==> config.mk <==
export PLATFORM = sky130hd
export DESIGN_NAME = lcd_bus_sequencer
export DESIGN_NICKNAME = d
export VERILOG_FILES = /design/src/rtl/lcd_bus_sequencer.sv
export SDC_FILE = /design/constraint.sdc
export NUM_CORES = 1
export LEC_CHECK = 0
export CELL_PAD_IN_SITES_DETAIL_PLACEMENT = 0
export CELL_PAD_IN_SITES_GLOBAL_PLACEMENT = 1
export CORE_MARGIN = 2
export CORE_UTILIZATION = 37
export DETAILED_ROUTE_END_ITERATION = 8
export HOLD_SLACK_MARGIN = 0.1
export PLACE_DENSITY_LB_ADDON = 0.2
export SLEW_MARGIN = 15
export SYNTH_ARGS = -nofsm -noshare
export SYNTH_HDL_FRONTEND = slang
export SYNTH_SLANG_ARGS = --single-unit
==> constraint.sdc <==
create_clock -name clock -period 3 [get_ports clock]
set_clock_uncertainty 0.2 [all_clocks]
set_input_delay 0.3 -clock clock [delete_from_list [all_inputs] [get_ports clock]]
set_output_delay 0.3 -clock clock [all_outputs]
set_load 0.05 [all_outputs]
==> src/rtl/lcd_bus_sequencer.sv <==
// rtl/lcd_bus_sequencer.sv - two-requester arbiter and timed HD44780 write-cycle sequencer
// Optional: define LCD_SEQ_STARVE_GUARD_EN to force a requester-1 grant after three contested requester-0 grants.
module lcd_bus_sequencer #(
    parameter int unsigned T_SETUP_CYC = 2,
    parameter int unsigned T_EPW_CYC   = 12,
    parameter int unsigned T_HOLD_CYC  = 2,
    parameter int unsigned T_EXEC_CYC  = 2000,
    parameter int unsigned T_LONG_CYC  = 82000
) (
    input  logic       clock,
    input  logic       reset,
    input  logic       req0_valid,
    input  logic       req0_rs,
    input  logic [7:0] req0_data,
    output logic       req0_ready,
    input  logic       req1_valid,
    input  logic       req1_rs,
    input  logic [7:0] req1_data,
    output logic       req1_ready,
    output logic       RS,
    output logic       RW,
    output logic       E,
    output logic [7:0] DB,
    output logic       busy,
    output logic       grant_id
);

    localparam int unsigned T_MAX_A = (T_SETUP_CYC > T_EPW_CYC)  ? T_SETUP_CYC : T_EPW_CYC;
    localparam int unsigned T_MAX_B = (T_HOLD_CYC  > T_EXEC_CYC) ? T_HOLD_CYC  : T_EXEC_CYC;
    localparam int unsigned T_MAX_C = (T_MAX_A     > T_MAX_B)    ? T_MAX_A     : T_MAX_B;
    localparam int unsigned T_MAX   = (T_MAX_C     > T_LONG_CYC) ? T_MAX_C     : T_LONG_CYC;
    localparam int unsigned CNT_W   = (T_MAX > 1) ? $clog2(T_MAX) : 1;

    localparam logic [CNT_W-1:0] LD_SETUP = CNT_W'(T_SETUP_CYC - 1);
    localparam logic [CNT_W-1:0] LD_EPW   = CNT_W'(T_EPW_CYC - 1);
    localparam logic [CNT_W-1:0] LD_HOLD  = CNT_W'(T_HOLD_CYC - 1);
    localparam logic [CNT_W-1:0] LD_EXEC  = CNT_W'(T_EXEC_CYC - 1);
    localparam logic [CNT_W-1:0] LD_LONG  = CNT_W'(T_LONG_CYC - 1);

    typedef enum logic [2:0] {
        S_IDLE,
        S_SETUP,
        S_PULSE,
        S_HOLD,
        S_WAIT
    } state_t;

    state_t           state_q, state_d;
    logic [CNT_W-1:0] cnt_q, cnt_d;
    logic             rs_q, rs_d;
    logic [7:0]       db_q, db_d;
    logic             e_q, e_d;
    logic             busy_q, busy_d;
    logic             gid_q, gid_d;
    logic             idle;
    logic             cnt_zero;
    logic             long_wait;
    logic             force_req1;

    assign idle      = (state_q == S_IDLE);
    assign cnt_zero  = (cnt_q == '0);
    // Clear display (0x01) and return home (0x02/0x03) need the long execution wait.
    assign long_wait = !rs_q && (db_q == 8'h01 || db_q == 8'h02 || db_q == 8'h03);

`ifdef LCD_SEQ_STARVE_GUARD_EN
    logic [1:0] starve_q, starve_d;

    assign force_req1 = (starve_q == 2'd3) && req1_valid;

    always_comb begin
        starve_d = starve_q;
        if (req0_ready && req0_valid && req1_valid) begin
            starve_d = starve_q + 2'd1;
        end else if (req1_ready && req1_valid) begin
            starve_d = 2'd0;
        end
    end

    always_ff @(posedge clock) begin
        if (reset) begin
            starve_q <= 2'd0;
        end else begin
            starve_q <= starve_d;
        end
    end
`else
    assign force_req1 = 1'b0;
`endif

    assign req0_ready = idle && req0_valid && !force_req1;
    assign req1_ready = idle && req1_valid && (!req0_valid || force_req1);

    always_comb begin
        state_d = state_q;
        cnt_d   = cnt_q;
        rs_d    = rs_q;
        db_d    = db_q;
        e_d     = e_q;
        busy_d  = busy_q;
        gid_d   = gid_q;
        case (state_q)
            S_IDLE: begin
                if (req0_ready) begin
                    rs_d    = req0_rs;
                    db_d    = req0_data;
                    gid_d   = 1'b0;
                    busy_d  = 1'b1;
                    cnt_d   = LD_SETUP;
                    state_d = S_SETUP;
                end else if (req1_ready) begin
                    rs_d    = req1_rs;
                    db_d    = req1_data;
                    gid_d   = 1'b1;
                    busy_d  = 1'b1;
                    cnt_d   = LD_SETUP;
                    state_d = S_SETUP;
                end
            end
            S_SETUP: begin
                e_d = 1'b0;
                if (cnt_zero) begin
                    state_d = S_PULSE;
                    e_d     = 1'b1;
                    cnt_d   = LD_EPW;
                end else begin
                    cnt_d = cnt_q - CNT_W'(1);
                end
            end
            S_PULSE: begin
                if (cnt_zero) begin
                    state_d = S_HOLD;
                    e_d     = 1'b0;
                    cnt_d   = LD_HOLD;
                end else begin
                    cnt_d = cnt_q - CNT_W'(1);
                end
            end
            S_HOLD: begin
                if (cnt_zero) begin
                    state_d = S_WAIT;
                    cnt_d   = long_wait ? LD_LONG : LD_EXEC;
                end else begin
                    cnt_d = cnt_q - CNT_W'(1);
                end
            end
            S_WAIT: begin
                if (cnt_zero) begin
                    state_d = S_IDLE;
                    busy_d  = 1'b0;
                end else begin
                    cnt_d = cnt_q - CNT_W'(1);
                end
            end
            default: begin
                state_d = S_IDLE;
                e_d     = 1'b0;
                busy_d  = 1'b0;
                cnt_d   = '0;
            end
        endcase
    end

    // Reset wins over any in-flight cycle; the interrupted byte is simply lost.
    always_ff @(posedge clock) begin
        if (reset) begin
            state_q <= S_IDLE;
            cnt_q   <= '0;
            rs_q    <= 1'b0;
            db_q    <= 8'h00;
            e_q     <= 1'b0;
            busy_q  <= 1'b0;
            gid_q   <= 1'b0;
        end else begin
            state_q <= state_d;
            cnt_q   <= cnt_d;
            rs_q    <= rs_d;
            db_q    <= db_d;
            e_q     <= e_d;
            busy_q  <= busy_d;
            gid_q   <= gid_d;
        end
    end

    assign RS       = rs_q;
    assign RW       = 1'b0;
    assign E        = e_q;
    assign DB       = db_q;
    assign busy     = busy_q;
    assign grant_id = gid_q;

endmodule

==> results.json, run 1 <==
{
  "status": "completed",
  "vias": 1785,
  "leakage_nw": 0.883,
  "hold_viol": 0,
  "die_w_microns": 73.9,
  "worst_slew_pin_slew_ns": 0.517,
  "ys.flop_type": "dfxtp_1",
  "htreeDepth": 2,
  "yosys_warnings": 0,
  "drive_gt1_share_pct": 10.4,
  "hold_class": "flop to flop",
  "track_usage_pct": 19.7,
  "setup_violations": 0,
  "syn_inst": 217,
  "ioPinCount": 37,
  "drtAntennaViolNets": 0,
  "cts.sink_count": 32,
  "route.detailed.drc": 0,
  "fmax_mhz": 365,
  "multi_input_area_sq_mm": 0.00108,
  "drt_iter0_drc": 150,
  "syn_area_sq_mm": 0.00181,
  "clockBufferDepth": 2,
  "dp.final_hpwl_mm": 3.36,
  "synth_edf_count": 0,
  "worst_slew_margin_rel_pct": 65.4,
  "cts_root_buffer": "clkbuf_8",
  "routed_via_density": 5.48,
  "yosys.area.top_type": "dfxtp_1",
  "final_nets": 281,
  "yosys.cell_types.count": 50,
  "clk_pin_slew_worst_paths_ns": 0.07,
  "r2r_slack_ns": 0.29,
  "fin_crit_sh_pct": 91.3,
  "syn_to_final_growth_pct": 31.2,
  "cts_setup_buffers": 0,
  "routedWlPerCell_microns": 14.1,
  "start_util_pct": 38.2,
  "async_flop_share_pct": 0,
  "reg2reg_from": "cnt_q[0]",
  "ctsResizeCount": 0,
  "arrival_ns": 2.24,
  "critPathKind": "flop to output port",
  "grt_pass1_vias": 1769,
  "synth_top_area_share_pct": 35.5,
  "cp-endpoint": "req1_ready",
  "worstPathMaxFanout": 10,
  "synth_common_cells": "32 x dfxtp_1, 32 x nor2_1, 15 x a21oi_1",
  "yosysSeqAreaShare_pct": 35.5,
  "p_per_area_mw_per_mm2": 1190,
  "die_area_sq_mm": 0.00545,
  "num_rows": 25,
  "nFillCells": 463,
  "routed_wl_mm": 4.60,
  "grt_max_degree": 21,
  "synth.area.top_cells": "dfxtp_1 35%, nor2_1 6.7%, mux2i_1 5.5%, a211oi_1 5.4%, a21oi_1 4.2%",
  "ys_ff_latch": 32,
  "final_core_util_pct": 50.1,
  "drt_pass1_iterations": 4,
  "finalSetupTns_ns": 0,
  "crit_start": "state_q[1]",
  "r2r_cells": 7,
  "cts_hold_buf": 0,
  "rsz0062_at_grt": "no",
  "overflow": 0,
  "cts_tree": "done",
  "grt_first_pass_wirelength_mm": 8.30,
  "startpoint_type": "flop",
  "regToRegEndpoint": "cnt_q[2]",
  "crit_path_end_kind": "output port",
  "diodes": 0,
  "die_h_microns": 73.9,
  "port_buffers": 35,
  "required_ns": 2.50,
  "drv_slew": 0,
  "gp_congestion": 0.843,
  "regArea_sq_um": 641,
  "syn_avg_cell_area_sq_um": 8.32,
  "period_minus_slack_ns": 2.74,
  "maxCapViolCount": 0,
  "synth_fp_nets": 240,
  "clkLatencyLatePin_ns": 0.28,
  "antenna_found_initial": 0,
  "core_sq_mm": 0.00472,
  "vdd_drop_max_v": 0.000512,
  "cts_buffers": 5
}
-- worst max-delay path: stages, from the launching register on --
cell and delay, ns:
dfxtp_1 0.41, or2_2 0.40, nor2_1 0.17, nand2_1 0.08, nor2_1 0.08, clkdlybuf4s50_1 0.81
-- power by group --
part / total (mW) / internal, mW / leakage (nW) / switching, mW
logic: 1.77 / 0.715 / 0.575 / 1.06
clock network: 0.347 / 0.187 / 0.0455 / 0.160
registers: 0.705 / 0.569 / 0.263 / 0.136
total: 2.82 / 1.47 / 0.883 / 1.35
-- state kept, by name, indices dropped and copies added (netlist names) --
name,flops
cnt_q,17
DB,8
state_q,3
E,1
RS,1
busy,1
grant_id,1
-- per-stage QoR --
step / hold WS [ns] / setup slack [ns] / power [mW] / cells / cell area [sq um]
2_1_floorplan: 0.240 / 0.403 / 1.99 / 217 / 1810
4_1_cts: 0.274 / 0.247 / 2.83 / 326 / 2370
3_3_place_gp: 0.260 / 0.331 / 2.47 / 318 / 2280
6_report: 0.271 / 0.260 / 2.82 / 326 / 2370
3_5_place_dp: 0.264 / 0.308 / 2.47 / 318 / 2280
5_1_grt: 0.312 / 0.146 / 3.05 / 326 / 2370
-- routing by layer --
layer / share of wire [%] / GRT usage (%) / routed length [microns] / vias up
met4: 1.3 / 6.26 / 59 / 0
met1: 46 / 25.2 / 2110 / 837
met3: 5.8 / 6.04 / 266 / 6
met2: 47 / 31.6 / 2160 / 46
met5: 0 / 0 / 0 / -
li1: - / - / - / 896
-- worst min path at each step --
stage | endpoint | cells after the start | slack (ns) | startpoint
after floorplan | cnt_q[15] | 2 | 0.24 | cnt_q[15]
after global placement | cnt_q[15] | 2 | 0.26 | cnt_q[15]
after detailed placement | E | 2 | 0.26 | E
after CTS | E | 2 | 0.27 | E
after global routing | cnt_q[15] | 2 | 0.31 | cnt_q[15]
final | cnt_q[15] | 2 | 0.27 | cnt_q[15]
-- cells by family (layout without fill, tap and decap cells) --
family / after synthesis / count (layout) / synth area share [%]
xor+xnor: 5 / 5 / 2.43
buf+inv: 19 / 61 / 4.85
simple gates: 84 / 84 / 23.8
flops: 32 / 32 / 35.5
fa+ha+maj: 1 / 1 / 0.693
compound gates: 65 / 65 / 27.0
other cells: 1 / 1 / 0.208
mux: 10 / 10 / 5.54
-- cells in the final DEF, fill, tap and decap left out, types with 2 or more instances in the layout --
master	n
a211o_1	3
a211oi_1	13
a21o_1	2
a21oi_1	15
a32o_1	4
and2_1	4
buf_4	13
clkbuf_1	2
clkbuf_8	6
clkdlybuf4s50_1	34
dfxtp_1	32
inv_1	5
mux2i_1	10
nand2_1	13
nand2b_1	2
nand3_1	2
nand4_1	4
nor2_1	32
nor2b_1	2
nor3_1	8
nor3b_1	2
nor4_1	4
o21ai_0	8
o22ai_1	2
o31ai_1	2
o41ai_1	4
or4_1	4
xnor2_1	4
-- final cells by class --
type / count / area share, %
well taps: 67 / 3.54
clock buffers: 8 / 3.80
inverters: 5 / 0.792
repair buffers: 48 / 19.3
flip-flops and latches: 32 / 27.0
multi-input cells: 166 / 45.5
No activity file was read; power rests on OpenSTA's default activity.
==> run 2, diff against run 1 <==
--- a/config.mk
+++ b/config.mk
@@ -7,7 +7,7 @@
 export LEC_CHECK = 0
 export CELL_PAD_IN_SITES_DETAIL_PLACEMENT = 0
 export CELL_PAD_IN_SITES_GLOBAL_PLACEMENT = 1
-export CORE_MARGIN = 2
+export CORE_ASPECT_RATIO = 1.5
 export CORE_UTILIZATION = 37
 export DETAILED_ROUTE_END_ITERATION = 8
 export HOLD_SLACK_MARGIN = 0.1
==> results.json, run 2 (synthesis results as in run 1) <==
{
  "route.detailed.drc": 0,
  "nFillCells": 478,
  "dr_wl_met3_microns": 244,
  "dp.final_hpwl_mm": 3.62,
  "routed_wl_mm": 4.81,
  "layout_commonest_cell": "clkdlybuf4s50_1",
  "port_buffers": 35,
  "drv_slew": 0,
  "num_rows": 30,
  "final_nets": 281,
  "drt_iter0_drc": 79,
  "overflow": 0,
  "maxCapViolCount": 0,
  "ctsResizeCount": 0,
  "cts_hold_buf": 0,
  "worst_slew_margin_rel_pct": 56.6,
  "setup_violations": 0,
  "routedWlPerCell_microns": 14.9,
  "layout_common_cells": "34 x clkdlybuf4s50_1, 32 x dfxtp_1, 32 x nor2_1",
  "cts_tree": "done",
  "die_h_microns": 87.6,
  "reg2reg_from": "cnt_q[0]",
  "hold_viol": 0,
  "cts_setup_buffers": 0,
  "grt_pass1_vias": 1740,
  "required_ns": 2.98,
  "cts_buffers": 5,
  "cts_root_buffer": "clkbuf_8",
  "routed_via_density": 5.59,
  "die_area_sq_mm": 0.00517,
  "diodes": 0,
  "multi_input_area_sq_mm": 0.00108,
  "fin_cells": 323,
  "fin_crit_sh_pct": 92.0,
  "gp_congestion": 0.867,
  "grt_first_pass_wirelength_mm": 7.98,
  "crit_path_end_kind": "flop",
  "vdd_drop_max_v": 0.000633,
  "worstPathMaxFanout": 7,
  "grt_max_degree": 21,
  "regMostFlops": "cnt_q",
  "drtAntennaViolNets": 0,
  "drive_gt1_share_pct": 10.4,
  "drt_pass1_iterations": 4,
  "htreeDepth": 2,
  "cts.sink_count": 32,
  "vias": 1804,
  "critPathKind": "flop to flop",
  "clkLatencyLatePin_ns": 0.29,
  "wl_met1_mm": 1.88,
  "largest_reg_flops": 17,
  "fmax_mhz": 362,
  "highest_layer": "met4",
  "clk_pin_slew_worst_paths_ns": 0.07,
  "start_util_pct": 39.1,
  "antenna_found_initial": 0,
  "p_per_area_mw_per_mm2": 1190,
  "wl_met2_mm": 2.50,
  "clockBufferDepth": 2,
  "leakage_nw": 0.884,
  "track_usage_pct": 20.6,
  "worst_slew_pin_slew_ns": 0.651,
  "arrival_ns": 2.74,
  "crit_start": "cnt_q[0]",
  "period_minus_slack_ns": 2.76,
  "status": "completed",
  "die_w_microns": 59.0,
  "worstHoldStart": "cnt_q[15]",
  "regArea_sq_um": 641,
  "syn_to_final_growth_pct": 31.0,
  "startpoint_type": "flop",
  "dp.cells": 315,
  "core_sq_mm": 0.00462,
  "finalSetupTns_ns": 0,
  "rsz0062_at_grt": "no",
  "ioPinCount": 37,
  "hold_class": "flop to flop"
}
run 2: per-stage QoR:
stage               total power [mW]  util, %  setup slack, ns  area [sq um]  hold slack [ns]
floorplan                       1.99        -            0.403          1810            0.240
global placement                2.47     49.3            0.334          2270            0.262
detailed placement              2.46     49.3            0.275          2270            0.264
CTS                             2.82     51.2            0.255          2360            0.273
global route                    3.03     51.2            0.130          2360            0.307
finish                          2.81     51.2            0.239          2360            0.270
run 2: cell type report:
class / instances / share of cell area [%]
flip-flops and latches: 32 / 27.1
inverters: 5 / 0.794
repair buffers: 48 / 19.4
well taps: 64 / 3.39
multi-input cells: 166 / 45.6
clock buffers: 8 / 3.81
run 2: final timing paths:
kind	endpoint	slack, ns	cells after the start
setup / recovery	cnt_q[2]	0.24	7
hold / removal	cnt_q[15]	0.27	2
setup reg to reg	cnt_q[2]	0.24	7
hold reg to reg	cnt_q[15]	0.27	2
run 2: layer usage:
layer | GRT usage, % | vias to the layer above
met5 | 0 | -
met4 | 12.6 | 0
met3 | 5.91 | 14
met2 | 37.0 | 56
met1 | 20.5 | 840
li1 | - | 894
run 2: worst max-delay path: stages, from the launching register on:
cell and delay [ns]:
dfxtp_1 0.35, inv_1 0.07, ha_1 0.22, or4b_1 0.54, or4_4 0.59, a221oi_4 0.35
o21ai_1 0.09, a22o_1 0.25
run 2: report_power, final:
part / leakage, nW / total [mW] / switching [mW] / internal (mW)
Clock: 0.0455 / 0.346 / 0.159 / 0.187
Sequential: 0.263 / 0.707 / 0.138 / 0.569
Combinational: 0.576 / 1.76 / 1.05 / 0.708
==> run 3, diff against run 2 <==
--- a/config.mk
+++ b/config.mk
@@ -8,6 +8,7 @@
 export CELL_PAD_IN_SITES_DETAIL_PLACEMENT = 0
 export CELL_PAD_IN_SITES_GLOBAL_PLACEMENT = 1
 export CORE_ASPECT_RATIO = 1.5
+export CORE_MARGIN = 5
 export CORE_UTILIZATION = 37
 export DETAILED_ROUTE_END_ITERATION = 8
 export HOLD_SLACK_MARGIN = 0.1
==> results.json, run 3 (synthesis results as in run 1) <==
{
  "routed_wl_mm": 4.94,
  "routed_via_density": 5.55,
  "arrival_ns": 2.72,
  "die_area_sq_mm": 0.00641,
  "grt_max_degree": 16,
  "finalSetupTns_ns": 0,
  "switching_share_pct": 48.3,
  "port_buffers": 35,
  "p_sw_mw": 1.36,
  "cts.sink_count": 32,
  "track_usage_pct": 16.7,
  "reg2reg_from": "cnt_q[0]",
  "cts_hold_buf": 0,
  "slowest_delay_ns": 0.59,
  "crit_path_end_kind": "flop",
  "startpoint_type": "flop",
  "fmax_mhz": 365,
  "clockBufferDepth": 2,
  "power.clock.fraction_pct": 12.6,
  "share_comb_of_total_power_pct": 62.3,
  "layout_common_cells": "34 x clkdlybuf4s50_1, 32 x dfxtp_1, 32 x nor2_1",
  "crit_start": "cnt_q[0]",
  "drtAntennaViolNets": 0,
  "worstPathMaxFanout": 7,
  "syn_to_final_growth_pct": 31.3,
  "p_total_mw": 2.81,
  "cp.depth": 7,
  "hold_class": "flop to flop",
  "fin_cells": 325,
  "grt_pass1_vias": 1755,
  "htreeDepth": 2,
  "whs_path_depth": 2,
  "drt_pass1_iterations": 4,
  "p_per_area_mw_per_mm2": 1190,
  "dp.final_hpwl_mm": 3.75,
  "ctsResizeCount": 0,
  "final_nets": 281,
  "die_h_microns": 95.6,
  "drive_gt1_share_pct": 11.2,
  "dp.cells": 317,
  "grt_first_pass_wirelength_mm": 8.18,
  "fin_crit_sh_pct": 91.3,
  "vdd_drop_max_v": 0.000621,
  "worst_slew_pin_slew_ns": 0.644,
  "ioPinCount": 37,
  "drt_iter0_drc": 54,
  "die_w_microns": 67.0,
  "power.internal_mw": 1.45,
  "layout_commonest_cell": "clkdlybuf4s50_1",
  "hold_viol": 0,
  "crit_buf_inv": 1,
  "status": "completed",
  "leakage_nw": 0.889,
  "cts_root_buffer": "clkbuf_8",
  "regToRegEndpoint": "cnt_q[2]",
  "seq_power_share_pct": 25.1,
  "overflow": 0,
  "num_rows": 31,
  "core_sq_mm": 0.00477,
  "nFillCells": 505,
  "path_cells": "inv_1 -> ha_1 -> or4b_1 -> or4_4 -> a221oi_4 -> o21ai_1 -> a22o_1",
  "cp-endpoint": "cnt_q[2]",
  "maxCapViolCount": 0,
  "cts_buffers": 5,
  "rsz0062_at_grt": "no",
  "routedWlPerCell_microns": 15.2,
  "clkLatencyLatePin_ns": 0.29,
  "gp_congestion": 0.805,
  "largest_reg_flops": 17,
  "period_minus_slack_ns": 2.74,
  "route.detailed.drc": 0,
  "start_util_pct": 37.8,
  "drv_slew": 0,
  "slowest_stage": "or4_4",
  "regMostFlops": "cnt_q",
  "cts_setup_buffers": 0,
  "regArea_sq_um": 641,
  "antenna_found_initial": 0,
  "vias": 1804,
  "worst_slew_margin_rel_pct": 57.1,
  "cts_tree": "done",
  "required_ns": 2.98,
  "final_core_util_pct": 49.7,
  "r2r_slack_ns": 0.26,
  "multi_input_area_sq_mm": 0.00108,
  "diodes": 0,
  "setup_violations": 0,
  "cp_top_family": "simple AND/OR/NAND/NOR gates",
  "critPathKind": "flop to flop",
  "r2r_cells": 7,
  "clk_pin_slew_worst_paths_ns": 0.07
}
[run 3: cell types whose count changed in the layout (fill, tap and decap cells not counted)]
cell      change
clkinv_2      +2
clkbuf_1      -2
[run 3: metrics by stage]
step | cell area (sq um) | hold WS, ns | setup slack (ns)
floorplan | 1810 | 0.240 | 0.403
global placement | 2280 | 0.269 | 0.333
detailed placement | 2280 | 0.288 | 0.286
CTS | 2370 | 0.301 | 0.280
global route | 2370 | 0.318 | 0.138
finish | 2370 | 0.297 | 0.262
[run 3: worst min-delay path by stage]
stage	startpoint	endpoint	slack, ns
4_1_cts	cnt_q[15]	cnt_q[15]	0.30
5_1_grt	busy	busy	0.32
2_1_floorplan	cnt_q[15]	cnt_q[15]	0.24
3_5_place_dp	E	E	0.29
6_report	cnt_q[15]	cnt_q[15]	0.30
3_3_place_gp	cnt_q[15]	cnt_q[15]	0.27
[run 3: layer usage]
| metal | vias to the layer above | wire length, microns | GRT usage [%] |
|---|---|---|---|
| met2 | 50 | 2560 | 28.7 |
| met1 | 853 | 2010 | 18.6 |
| met4 | 0 | 138 | 8.97 |
| li1 | 890 | - | - |
| met5 | - | 0 | 0 |
| met3 | 11 | 231 | 3.89 |
[run 3: layout make-up]
type | instances | share of cell area (%)
flip-flops and latches | 32 | 27.0
clock buffers | 6 | 3.48
multi-input cells | 166 | 45.5
well taps | 66 | 3.48
clock inverters | 2 | 0.422
inverters | 5 | 0.792
repair buffers | 48 | 19.3
[run 3: worst min-delay path: stages (launching register included)]
cell and delay (ns):
dfxtp_1 0.33, o41ai_1 0.06, a21oi_1 0.06
[run 3: power by group through the flow]
stage | clock network [mW] | logic, mW | registers (mW)
2_1_floorplan | 0 | 1.09 | 0.906
3_3_place_gp | 0 | 1.75 | 0.711
3_5_place_dp | 0 | 1.75 | 0.714
4_1_cts | 0.363 | 1.76 | 0.706
5_1_grt | 0.379 | 1.92 | 0.731
6_report | 0.354 | 1.75 | 0.705
